===== config.mk =====
export PLATFORM = sky130hd
export DESIGN_NAME = fetch_buffer_flat
export DESIGN_NICKNAME = d
export VERILOG_FILES = /design/src/rtl/fetch_buffer_if.sv /design/src/rtl/fetch_buffer.sv /design/src/flat_wrapper.sv
export SDC_FILE = /design/constraint.sdc
export NUM_CORES = 1
export LEC_CHECK = 0
export ABC_AREA = 1
export CORE_AREA = 3 3 121 123
export CTS_BUF_LIST = sky130_fd_sc_hd__clkbuf_2
export CTS_CLUSTER_SIZE = 30
export DETAILED_ROUTE_END_ITERATION = 7
export DIE_AREA = 0 0 124 126
export GPL_TIMING_DRIVEN = 1
export PLACE_DENSITY = 0.8
export REMOVE_ABC_BUFFERS = 1
export SYNTH_ARGS = -nofsm -noshare
export SYNTH_HDL_FRONTEND = slang
export SYNTH_SLANG_ARGS = --single-unit

===== constraint.sdc =====
create_clock -name clk -period 2.25 [get_ports clk]
set_input_delay 0.3375 -clock clk [delete_from_list [all_inputs] [get_ports clk]]
set_output_delay 0.3375 -clock clk [all_outputs]
set_load 0.05 [all_outputs]

===== src/rtl/fetch_buffer_if.sv =====
// fetch_buffer_if: decode-side valid/ready instruction port of fetch_buffer
interface fetch_buffer_if #(
    parameter int i_addr_bits = 6
);
    logic                   inst_valid;
    logic                   inst_ready;
    logic [31:0]            inst_data;
    logic [i_addr_bits-1:0] inst_pc;
    modport master (output inst_valid, inst_data, inst_pc, input inst_ready);
    modport slave (input inst_valid, inst_data, inst_pc, output inst_ready);
endinterface


===== src/rtl/fetch_buffer.sv =====
// fetch_buffer: instruction prefetch with credit-based issue and a PC-tagged FIFO
// Optional FETCH_MISALIGN_EN: adds fetch_misalign and blocks issue after a misaligned redirect.
module fetch_buffer #(
    parameter int i_addr_bits = 6,
    parameter int DEPTH       = 4
) (
    input  logic                    clk,
    input  logic                    rst_n,
    output logic [i_addr_bits-1:0]  i_mem_addr,
    input  logic [31:0]             i_mem_data,
    input  logic                    redirect,
    input  logic [i_addr_bits-1:0]  redirect_pc,
    fetch_buffer_if.master          dec,
    output logic [$clog2(DEPTH):0]  occupancy
`ifdef FETCH_MISALIGN_EN
    ,
    output logic                    fetch_misalign
`endif
);
    localparam int PW = $clog2(DEPTH);
    localparam int CW = PW + 1;
    typedef enum logic {STARTUP, RUN} state_t;
    state_t                 state_q, state_d;
    logic [i_addr_bits-1:0] fetch_pc, inflight_pc, load_pc;
    logic                   inflight, issue, push, pop, blocked;
    logic [PW-1:0]          wr_ptr, rd_ptr;
    logic [CW-1:0]          count;
    logic [31:0]            mem_data [DEPTH];
    logic [i_addr_bits-1:0] mem_pc [DEPTH];
`ifdef FETCH_MISALIGN_EN
    logic misalign;
    always_ff @(posedge clk or negedge rst_n) begin
        if (!rst_n)
            misalign <= 1'b0;
        else if (redirect)
            misalign <= |redirect_pc[1:0];
    end
    assign fetch_misalign = misalign;
    assign blocked        = misalign;
    assign load_pc        = redirect_pc;
`else
    assign blocked = 1'b0;
    assign load_pc = redirect_pc & ~i_addr_bits'(3);
`endif
    // Credits cover both queued entries and the word still in the memory pipe.
    always_comb begin
        state_d = RUN;
        pop     = dec.inst_valid && dec.inst_ready;
        push    = inflight && !redirect;
        issue   = state_q == RUN && !redirect && !blocked && (count + CW'(inflight)) < CW'(DEPTH);
    end
    always_ff @(posedge clk or negedge rst_n) begin
        if (!rst_n) begin
            state_q     <= STARTUP;
            fetch_pc    <= '0;
            inflight    <= 1'b0;
            inflight_pc <= '0;
            wr_ptr      <= '0;
            rd_ptr      <= '0;
            count       <= '0;
            for (int i = 0; i < DEPTH; i++) begin
                mem_data[i] <= '0;
                mem_pc[i]   <= '0;
            end
        end else begin
            state_q  <= state_d;
            inflight <= issue;
            if (issue) begin
                inflight_pc <= fetch_pc;
                fetch_pc    <= fetch_pc + i_addr_bits'(4);
            end
            if (redirect) begin
                fetch_pc <= load_pc;
                wr_ptr   <= '0;
                rd_ptr   <= '0;
                count    <= '0;
            end else begin
                if (push) begin
                    mem_data[wr_ptr] <= i_mem_data;
                    mem_pc[wr_ptr]   <= inflight_pc;
                    wr_ptr           <= wr_ptr + PW'(1);
                end
                if (pop)
                    rd_ptr <= rd_ptr + PW'(1);
                count <= count + CW'(push) - CW'(pop);
            end
        end
    end
    assign i_mem_addr     = fetch_pc;
    assign occupancy      = count;
    assign dec.inst_valid = count != '0;
    assign dec.inst_data  = mem_data[rd_ptr];
    assign dec.inst_pc    = mem_pc[rd_ptr];
endmodule


===== src/flat_wrapper.sv =====
// flat-port wrapper written by rule: the top's interface ports become plain ports
module fetch_buffer_flat 
#(
    parameter int i_addr_bits = 6,
    parameter int DEPTH       = 4
)
  (clk, rst_n, i_mem_addr, i_mem_data, redirect, redirect_pc, occupancy, dec_inst_valid, dec_inst_data, dec_inst_pc, dec_inst_ready);
  fetch_buffer_if #(.i_addr_bits(i_addr_bits)) dec_i ();
  input  logic clk;
  input  logic rst_n;
  output logic [i_addr_bits-1:0] i_mem_addr;
  input  logic [31:0] i_mem_data;
  input  logic redirect;
  input  logic [i_addr_bits-1:0] redirect_pc;
  output logic [$clog2(DEPTH):0] occupancy;
  output wire logic [$bits(dec_i.inst_valid)-1:0] dec_inst_valid;
  output wire logic [$bits(dec_i.inst_data)-1:0] dec_inst_data;
  output wire logic [$bits(dec_i.inst_pc)-1:0] dec_inst_pc;
  input wire logic [$bits(dec_i.inst_ready)-1:0] dec_inst_ready;
  assign dec_inst_valid = dec_i.inst_valid;
  assign dec_inst_data = dec_i.inst_data;
  assign dec_inst_pc = dec_i.inst_pc;
  assign dec_i.inst_ready = dec_inst_ready;
  fetch_buffer #(.i_addr_bits(i_addr_bits), .DEPTH(DEPTH)) u_core (.clk(clk), .rst_n(rst_n), .i_mem_addr(i_mem_addr), .i_mem_data(i_mem_data), .redirect(redirect), .redirect_pc(redirect_pc), .dec(dec_i), .occupancy(occupancy));
endmodule

==> results.md <==
- Status: complete, but fails checks
- Failing checks: setup timing
- CTS sink cnt: 161
- Final Max Slew Viols: 0
- Tot GR Track Use: 24.0%
- Hold crit path type: input port to async pin
- Drt wl/cell: 18.2 um
- Avg Cell Area, Syn: 9.17 um^2
- Initial Utilization: 54.2%
- WS Path Type: flip-flop to primary output
- PD cells: 1420 nW/um^2
- Core area: 13800 um^2
- Clk root buf: clkbuf_2
- Register area share after synthesis: 54.0%
- # IOs: 90
- Final hold vios: 0
- Top cell type's share of synthesized area: 54.0%
- CTS tree: built
- Final period util: 110%
- CP Max Fanout: 14
- Die Footprint: 15600 um^2
- Crit path DAT: 2150 ps
- Layout area overhead: 31.3%
- Clock skew: 25.8 ps
- Post-synth EDFFs: 0
- HPWL after detailed placement: 10500 um
- Most frequent cell after synthesis: nand2_1
- Critical Path RT: 1910 ps
- Largest net degree at the start of global routing: 53
- Longest Clk Path Bufs: 2
- Total congestion overflow: 0
- Library cells used by synthesis: 25
- DRT Wirelength: 20000 um
- Hold WS: 44.2 ps
- Part of the power in registers: 29.7%
- Final layout net count: 957
- Final setup margin: -233 ps
- Slew @ Worst Pin: 516 ps
- # fillers: 949
- Total CTS buffers: 17
- Die height: 126 um
- Yosys top cell by area: dfrtp_1
- Inst Count DP: 1047
- FF+latch count, synth: 161
- Drt first pass iters: 5
- DRC Markers: 0
- Fmax: 403 MHz
- Pleak: 4.70 nW
- # port buffers: 83
- Vias: 6270
- Vias/cell: 5.72
- Worst Setup SP: u_core.rd_ptr[0]
- Gp weighted congestion: 0.759
- First-pass GRT wire length: 29400 um
- Synth top cells by count: nand2_1 (176), dfrtp_1 (161), o21ai_1 (98)
- Chip Width: 124 um
- Largest cells by area after synthesis: dfrtp_1 (54%), nand2_1 (8.9%), o21ai_1 (6.6%)
- Initial antenna violation count: 1
- Synth Flop Type: dfrtp_1
- Layout cells sized above 1: 25.8%
- Clock share of power: 11.2%
- Post-Syn Area: 7460 um^2
- H-tree depth: 4
- Ant diodes: 0
- Final ANT Viol Nets: 0
- Crit. End Element: primary output
- Setup slack, reg-to-reg: 250 ps
- Crit start category: flip-flop
- Switch share: 43.7%
- VDD IR max: 1.02 mV
- Vias in the first global route: 5770
- Setup TNS: -4900 ps
- Final Setup Violations: 36
- Synth Instances: 814
- Clock period minus worst slack: 2480 ps
- Slew headroom: 65.6%
- Initial drt markers: 637
- Multi-input gate area: 3140 um^2
- Rows: 43
- Fin cells: 1097
- Asr flop ratio synth: 100%
- RSZ-0062 raised after global routing: true
- Clk slew on worst S/H paths: 220 ps
- Synth warn: 0
- Reg2reg start: u_core.occupancy[2]
- Sw Pwr: 6.10 mW
- Combinational share of power: 59.1%
- P_int: 7.85 mW
- Storage cell area: 4030 um^2
- Clock Latency Late Sink: 750 ps
- Max cap viols: 0
[power by group through the flow]
| stage | registers (mW) | clock network (mW) | logic, mW |
|---|---|---|---|
| floorplan | 4.22 | 0 | 3.65 |
| global placement | 4.04 | 0 | 6.91 |
| detailed placement | 4.08 | 0 | 7.01 |
| CTS | 4.05 | 1.58 | 7.56 |
| global route | 4.22 | 1.70 | 8.66 |
| finish | 4.15 | 1.56 | 8.24 |
[critical path, cell delays in order (launching register included)]
cell       delay [ps]
dfrtp_2           500
buf_4             180
clkbuf_16         180
nor2_1            250
o22ai_4           130
buf_12            170
[cell families after synthesis]
| family | after synthesis | synth area share, % |
|---|---|---|
| xor+xnor | 4 | 0.469 |
| other cells | 2 | 0.101 |
| flops | 161 | 54.0 |
| buf+inv | 109 | 9.27 |
| fa+ha+maj | 8 | 1.44 |
| simple gates | 271 | 14.3 |
| compound gates | 259 | 20.4 |
[through the flow]
step / util (%) / power (mW) / setup slack (ps) / cell area, um^2
CTS: 68.1 / 13.2 / -238 / 9390
global route: 71.2 / 14.6 / -321 / 9800
finish: 71.2 / 14.0 / -233 / 9800
floorplan: - / 7.88 / -742 / 6980
global placement: 63.3 / 11.0 / 134 / 8720
detailed placement: 63.3 / 11.1 / 123 / 8720
[cell usage in the layout (no fill, tap or decap), types with 2 or more instances in the layout]
cell / synthesis / layout
nor2_2: 0 / 4
inv_2: 3 / 2
bufinv_16: 0 / 3
o21ai_0: 76 / 13
o22ai_1: 36 / 3
dfrtp_2: 0 / 2
nor2_1: 78 / 73
ha_1: 7 / 7
dlygate4sd2_1: 0 / 5
o22ai_4: 0 / 4
buf_6: 31 / 5
buf_16: 0 / 6
o22ai_2: 0 / 29
xnor2_1: 2 / 2
o21ai_4: 0 / 3
conb_1: 2 / 5
buf_12: 0 / 48
dfrtp_1: 161 / 159
o21ai_2: 48 / 73
clkbuf_2: 2 / 21
nand2_4: 4 / 4
inv_1: 47 / 46
nand3_1: 10 / 10
clkinv_2: 0 / 4
nand2_1: 176 / 176
clkdlybuf4s50_1: 0 / 38
xor2_1: 2 / 2
buf_8: 0 / 3
buf_4: 10 / 12
clkbuf_16: 0 / 7
nand4_1: 2 / 2
clkinv_1: 0 / 2
o21ai_1: 98 / 133
[per-layer routing]
layer	global-route usage [%]	vias to the layer above	part of all wire (%)
met3	5.34	56	6.8
met4	8.25	2	3.1
li1	-	2888	-
met2	38.0	256	50
met5	0	-	0.040
met1	32.8	3068	40
[registers in the layout (all words and copies together) (netlist names)]
signal,flops
u_core.i_mem_addr,4
u_core.inflight,1
u_core.inflight_pc,4
u_core.mem_data,128
u_core.mem_pc,16
u_core.occupancy,3
u_core.rd_ptr,2
u_core.state_q,1
u_core.wr_ptr,2
[cell type report]
class	count	share of cell area, %
timing repair buffer	129	20.3
sequential	161	41.1
clock inverter	9	1.20
clock buffer	20	1.02
tap	180	2.30
multi-input combinational	547	32.0
inverter	51	2.09
[worst paths after layout]
kind                                        end  depth (start not counted)
setup reg to reg            u_core.occupancy[2]                         11
hold / removal             u_core.mem_data[100]                          2
max in group asynchronous      u_core.rd_ptr[0]                          3
hold reg to reg            u_core.mem_data[107]                          2
min in group clk           u_core.i_mem_addr[3]                          5
setup / recovery              dec_inst_data[24]                          5
[repair_timing]
| item | 4_1_cts | 5_1_grt |
|---|---|---|
| endpoints found under the hold margin | 161 | 0 |
| gates resized for setup | 87 | 102 |
| endpoints found under the setup margin | 44 | 38 |
| hold buffers | 1 | 0 |
| gates cloned | 4 | 6 |
| pin swaps | 6 | 21 |
| setup buffers | 5 | 7 |
No activity file was read; power rests on OpenSTA's default activity.
